==> src/rtl/edu_token_row_2_if.sv <==
// Handshake and token/flag bus between the row-2 token setup logic and the
// registered row-2 token stage.
interface edu_token_row_2_reg_if #(
  parameter int NUM_AQROW    = 8,
  parameter int AQROWADDR_BW = 3
);
  logic [NUM_AQROW-1:0]    token_set_row_2;
  logic [NUM_AQROW-1:0]    flag_set_row_2;
  logic                    set_valid;
  logic                    set_ready;
  logic                    token_pass;
  logic                    token_clear;
  logic [NUM_AQROW-1:0]    token_row_2;
  logic [NUM_AQROW-1:0]    flag_row_2;
  logic                    token_exist_row_2;
  logic [AQROWADDR_BW-1:0] token_col_row_2;
  logic                    token_done;

  modport master (
    output token_set_row_2, flag_set_row_2, set_valid, token_pass, token_clear,
    input  set_ready, token_row_2, flag_row_2, token_exist_row_2, token_col_row_2, token_done
  );

  modport slave (
    input  token_set_row_2, flag_set_row_2, set_valid, token_pass, token_clear,
    output set_ready, token_row_2, flag_row_2, token_exist_row_2, token_col_row_2, token_done
  );
endinterface

==> src/rtl/edu_token_row_2_reg.sv <==
// Registered row-2 token stage: loads a token/flag pair, walks the token one
// column per pass while growing the flag region, and pulses done at the end.
module edu_token_row_2_reg #(
  parameter int NUM_AQROW    = 8,
  parameter int AQROWADDR_BW = 3
) (
  input  logic                  clk,
  input  logic                  rst_n,
  edu_token_row_2_reg_if.slave  bus
);
  typedef enum logic [1:0] {IDLE, HOLD, DONE} state_e;

  localparam logic [AQROWADDR_BW-1:0] LAST_COL = AQROWADDR_BW'(NUM_AQROW-1);

  state_e                  state_q, state_d;
  logic [NUM_AQROW-1:0]    token_q, token_d;
  logic [NUM_AQROW-1:0]    flag_q, flag_d;
  logic [AQROWADDR_BW-1:0] col_q, col_d;
  logic                    done_q, done_d;
  logic                    ready_q, ready_d;

  logic [NUM_AQROW-1:0]    low_mask;
  logic [AQROWADDR_BW-1:0] low_idx;
  logic [AQROWADDR_BW-1:0] col_inc;

  // Lowest set bit wins when the load mask is not strictly one-hot.
  always_comb begin
    low_mask = bus.token_set_row_2 & (~bus.token_set_row_2 + NUM_AQROW'(1));
    low_idx  = '0;
    for (int i = NUM_AQROW-1; i >= 0; i--)
      if (bus.token_set_row_2[i]) low_idx = AQROWADDR_BW'(i);
  end

  assign col_inc = col_q + AQROWADDR_BW'(1);

  always_comb begin
    state_d = state_q;
    token_d = token_q;
    flag_d  = flag_q;
    col_d   = col_q;
    done_d  = 1'b0;
    ready_d = ready_q;
    if (bus.token_clear) begin
      state_d = IDLE;
      token_d = '0;
      flag_d  = '0;
      col_d   = '0;
      ready_d = 1'b1;
    end else begin
      unique case (state_q)
        IDLE: begin
          if (bus.set_valid) begin
            token_d = low_mask;
            col_d   = low_idx;
            if (bus.token_set_row_2 != '0) begin
              flag_d  = bus.flag_set_row_2;
              state_d = HOLD;
              ready_d = 1'b0;
            end else begin
              flag_d  = '0;
            end
          end
        end
        HOLD: begin
          if (bus.token_pass) begin
            if (col_q == LAST_COL) begin
              token_d = '0;
              col_d   = '0;
              flag_d  = '1;
              done_d  = 1'b1;
              state_d = DONE;
            end else begin
              token_d = token_q << 1;
              col_d   = col_inc;
              flag_d  = flag_q | (NUM_AQROW'(1) << col_inc);
            end
          end
        end
        DONE: begin
          flag_d  = '0;
          state_d = IDLE;
          ready_d = 1'b1;
        end
        default: begin
          state_d = IDLE;
          ready_d = 1'b1;
        end
      endcase
    end
  end

  always_ff @(posedge clk or negedge rst_n) begin
    if (!rst_n) begin
      state_q <= IDLE;
      token_q <= '0;
      flag_q  <= '0;
      col_q   <= '0;
      done_q  <= 1'b0;
      ready_q <= 1'b1;
    end else begin
      state_q <= state_d;
      token_q <= token_d;
      flag_q  <= flag_d;
      col_q   <= col_d;
      done_q  <= done_d;
      ready_q <= ready_d;
    end
  end

  assign bus.set_ready         = ready_q;
  assign bus.token_row_2       = token_q;
  assign bus.flag_row_2        = flag_q;
  assign bus.token_col_row_2   = col_q;
  assign bus.token_done        = done_q;
  assign bus.token_exist_row_2 = |token_q;
endmodule

==> src/flat_wrapper.sv <==
// flat-port wrapper written by rule: the top's interface ports become plain ports
module edu_token_row_2_reg_flat 
#(
  parameter int NUM_AQROW    = 8,
  parameter int AQROWADDR_BW = 3
)
  (clk, rst_n, bus_token_set_row_2, bus_flag_set_row_2, bus_set_valid, bus_token_pass, bus_token_clear, bus_set_ready, bus_token_row_2, bus_flag_row_2, bus_token_exist_row_2, bus_token_col_row_2, bus_token_done);
  edu_token_row_2_reg_if #(.NUM_AQROW(NUM_AQROW), .AQROWADDR_BW(AQROWADDR_BW)) bus_i ();
  input  logic clk;
  input  logic rst_n;
  input wire logic [$bits(bus_i.token_set_row_2)-1:0] bus_token_set_row_2;
  input wire logic [$bits(bus_i.flag_set_row_2)-1:0] bus_flag_set_row_2;
  input wire logic [$bits(bus_i.set_valid)-1:0] bus_set_valid;
  input wire logic [$bits(bus_i.token_pass)-1:0] bus_token_pass;
  input wire logic [$bits(bus_i.token_clear)-1:0] bus_token_clear;
  output wire logic [$bits(bus_i.set_ready)-1:0] bus_set_ready;
  output wire logic [$bits(bus_i.token_row_2)-1:0] bus_token_row_2;
  output wire logic [$bits(bus_i.flag_row_2)-1:0] bus_flag_row_2;
  output wire logic [$bits(bus_i.token_exist_row_2)-1:0] bus_token_exist_row_2;
  output wire logic [$bits(bus_i.token_col_row_2)-1:0] bus_token_col_row_2;
  output wire logic [$bits(bus_i.token_done)-1:0] bus_token_done;
  assign bus_i.token_set_row_2 = bus_token_set_row_2;
  assign bus_i.flag_set_row_2 = bus_flag_set_row_2;
  assign bus_i.set_valid = bus_set_valid;
  assign bus_i.token_pass = bus_token_pass;
  assign bus_i.token_clear = bus_token_clear;
  assign bus_set_ready = bus_i.set_ready;
  assign bus_token_row_2 = bus_i.token_row_2;
  assign bus_flag_row_2 = bus_i.flag_row_2;
  assign bus_token_exist_row_2 = bus_i.token_exist_row_2;
  assign bus_token_col_row_2 = bus_i.token_col_row_2;
  assign bus_token_done = bus_i.token_done;
  edu_token_row_2_reg #(.NUM_AQROW(NUM_AQROW), .AQROWADDR_BW(AQROWADDR_BW)) u_core (.clk(clk), .rst_n(rst_n), .bus(bus_i));
endmodule
==> config.mk <==
export PLATFORM = sky130hd
export DESIGN_NAME = edu_token_row_2_reg_flat
export DESIGN_NICKNAME = d
export VERILOG_FILES = /design/src/rtl/edu_token_row_2_if.sv /design/src/rtl/edu_token_row_2_reg.sv /design/src/flat_wrapper.sv
export SDC_FILE = /design/constraint.sdc
export NUM_CORES = 1
export LEC_CHECK = 0
export CORE_MARGIN = 8
export CORE_UTILIZATION = 45
export DETAILED_ROUTE_END_ITERATION = 8
export PLACE_DENSITY = 0.72
export SLEW_MARGIN = 15
export SYNTH_ARGS = -nofsm -noshare
export SYNTH_HDL_FRONTEND = slang
export SYNTH_SLANG_ARGS = --single-unit
==> constraint.sdc <==
create_clock -name clk -period 5.1 [get_ports clk]
set_input_delay 1.275 -clock clk [delete_from_list [all_inputs] [get_ports clk]]
set_output_delay 1.275 -clock clk [all_outputs]
set_load 0.005 [all_outputs]
==> run summary <==
crit end category = output port
ANT cells = 0
DR iter-0 viols = 65
status = completed
Hold Path Origin = u_core.bus.flag_row_2[2]$_DFFE_PN0P_
most numerous cell in the Yosys netlist = dfrtp_1
PD cells = 247 mW/mm^2
post-synthesis cell count = 167
CP Max Fanout = 4
gr usage total = 16.1%
Syn Nets = 199
chip width = 73.3 um
Yosys top cell area share = 37.2%
WHS Endpoint = u_core.bus.flag_row_2[2]$_DFFE_PN0P_
overall power = 480 uW
Synth Warn # = 0
# fillers = 322
TritonRoute pass-1 iters = 6
Worst R2R Path Depth = 6
final setup fails = 0
Die Y = 73.3 um
r2r startpoint = u_core.state_q[1]$_DFFE_PN0P_
clock root buffer = clkbuf_4
Synth area leaders = dfrtp_1 37%, ha_1 9.3%, a21oi_1 5.8%
area delta synth->final = 31.1%
hpwl dp = 3030 um
total CTS buffers = 3
Clock Sinks = 23
worst skew pair latency = 310 ps
Vias/cell = 5.47
cts repair resizes = 0
post-CTS setup repair buffer count = 0
Seq/Total Area, Yosys = 39.0%
Max-slew headroom = 43.9%
WHS = 533 ps
Setup CP Type = register to output port
PortBufs = 42
Setup WS post-layout = 2220 ps
TNS Setup = 0 ps
clock period minus worst slack = 2880 ps
drt total wl = 4040 um
Top FF cell, synth = dfrtp_1
Synth async-reset ratio = 100%
vias = 1,379
Max Slew Vio Count = 0
maximum clock rate = 0.347 GHz
r2r endpoint = u_core.bus.token_row_2[6]$_DFFE_PN0P_
Min-Delay Path Depth = 2
drc violations = 0
first-pass GRT wire length = 6910 um
final hold violation count = 0
H-tree levels = 1
Placer Congestion = 0.856
Yosys reg bits = 23
global route overflow = 0
hold buffers post-CTS = 0
FF/Latch Area = 577 um^2
CTS tree = done
r2r setup slk = 2710 ps
crit start category = register
Critical Path AT = 1610 ps
core area = 0.00326 mm^2
multi-input logic area = 837 um^2
top cells by count, synth = 22 x dfrtp_1, 21 x nand2_1, 17 x a21oi_1, 16 x o21ai_0, 14 x nor2_1
Worst-path clk slew = 130 ps
VDD IR max = 0.125 mV
Leakage = 0.000784 uW
CP Data Required Time = 3830 ps
min-delay worst type = register to register
largest net degree at the start of global routing = 24
Final ANT Viol Nets = 0
Least-Margin Pin Slew = 835 ps
clk_skew = 2.28 ps
standard-cell rows = 21
Post-Route Utilization = 59.5%
WL/cell = 16.0 um
Mean Syn Cell Area = 8.86 um^2
area leader, netlist = dfrtp_1
RSZ-0062 raised after global routing = false
nets = 239
Post-synth EDFFs = 0
initial antenna violation count = 0
Synth cell types = 36
number of global-route vias before repair = 1,486
dpl ws = 1940 ps
Die Area = 0.00538 mm^2
Final Cycle Share = 56.5%
layout cell share with drive strength beyond 1 = 6.31%
I/O pins = 43
Worst Setup SP = u_core.bus.token_row_2[5]$_DFFE_PN0P_
clock tree buffer depth = 2
mapped cell area = 0.00148 mm^2
max_cap viols = 0
initial core utilization = 45.4%
==> area by class of cell <==
class	count	area share (%)
well taps	46	2.97
inverters	7	1.35
multi-input cells	130	43.2
repair buffers	42	21.4
clock buffers	4	1.35
flip-flops and latches	23	29.7
==> worst max-delay path, cell delays in order (launching register included) <==
cell and delay (ps):
dfrtp_1 440, nor4_1 320, nand2_1 90, clkdlybuf4s50_1 450
==> power by group <==
part	internal [uW]	switching [uW]	total [uW]
Sequential	201	18.0	219
Clock	30.5	55.2	85.7
Combinational	87.6	87.5	175
==> per-stage QoR <==
stage                     cell area, um^2  std cells
after floorplan                      1480        167
after global placement               1920        248
after detailed placement             1920        248
after CTS                            1940        252
after global routing                 1940        252
final                                1940        252
==> cells by family after synthesis <==
family                   synth area share, %
buffers and inverters                   4.40
multiplexers                           0.677
flip-flops                              39.0
AND/OR/NAND/NOR                         20.6
AO/OA/AOI/OAI                           26.1
adder cells (fa/ha/maj)                 9.31
==> flip-flops by register name (all words and copies together) (netlist names) <==
register                    count
u_core.bus.flag_row_2           8
u_core.state_q                  2
u_core.bus.token_col_row_2      3
u_core.bus.token_row_2          8
u_core.bus.token_done           1
u_core.bus.set_ready            1
==> layer usage <==
layer / track usage [%] / routed length [um]
met1: 19.3 / 1800
met4: 4.21 / 15
met5: 0 / 0
met3: 5.59 / 346
met2: 26.5 / 1880
==> cell usage in the layout, fill, tap and decap left out <==
master and count:
and4_1 1, or2_1 1, or3_1 1, nor3b_1 2, a211oi_1 4, dfstp_2 1, o31ai_1 4, nand2_1 21
clkdlybuf4s50_1 41, dfrtp_1 22, nand3b_1 1, mux2i_1 1, a22oi_1 2, a21bo_2 1, o311ai_4 1, or2_2 2
a31oi_1 1, clkbuf_1 1, nor4_1 3, a31oi_2 2, nor2b_1 2, or4_4 2, o21ba_1 1, a21oi_1 17
a22o_1 1, clkbuf_4 3, and4b_1 1, o21ai_1 3, inv_1 7, a32oi_1 5, nor2_1 14, ha_1 11
nor3_1 3, nand2b_1 6, buf_2 1, o21ai_0 16
==> worst max-delay path by stage <==
stage,to,cells past startpoint
floorplan,u_core.bus.flag_row_2[7]$_DFFE_PN0P_,5
CTS,bus_token_exist_row_2,3
detailed placement,u_core.bus.token_row_2[6]$_DFFE_PN0P_,4
global route,bus_token_exist_row_2,3
finish,bus_token_exist_row_2,3
global placement,u_core.bus.token_row_2[4]$_DFFE_PN0P_,4
No activity file was read; power rests on OpenSTA's default activity.
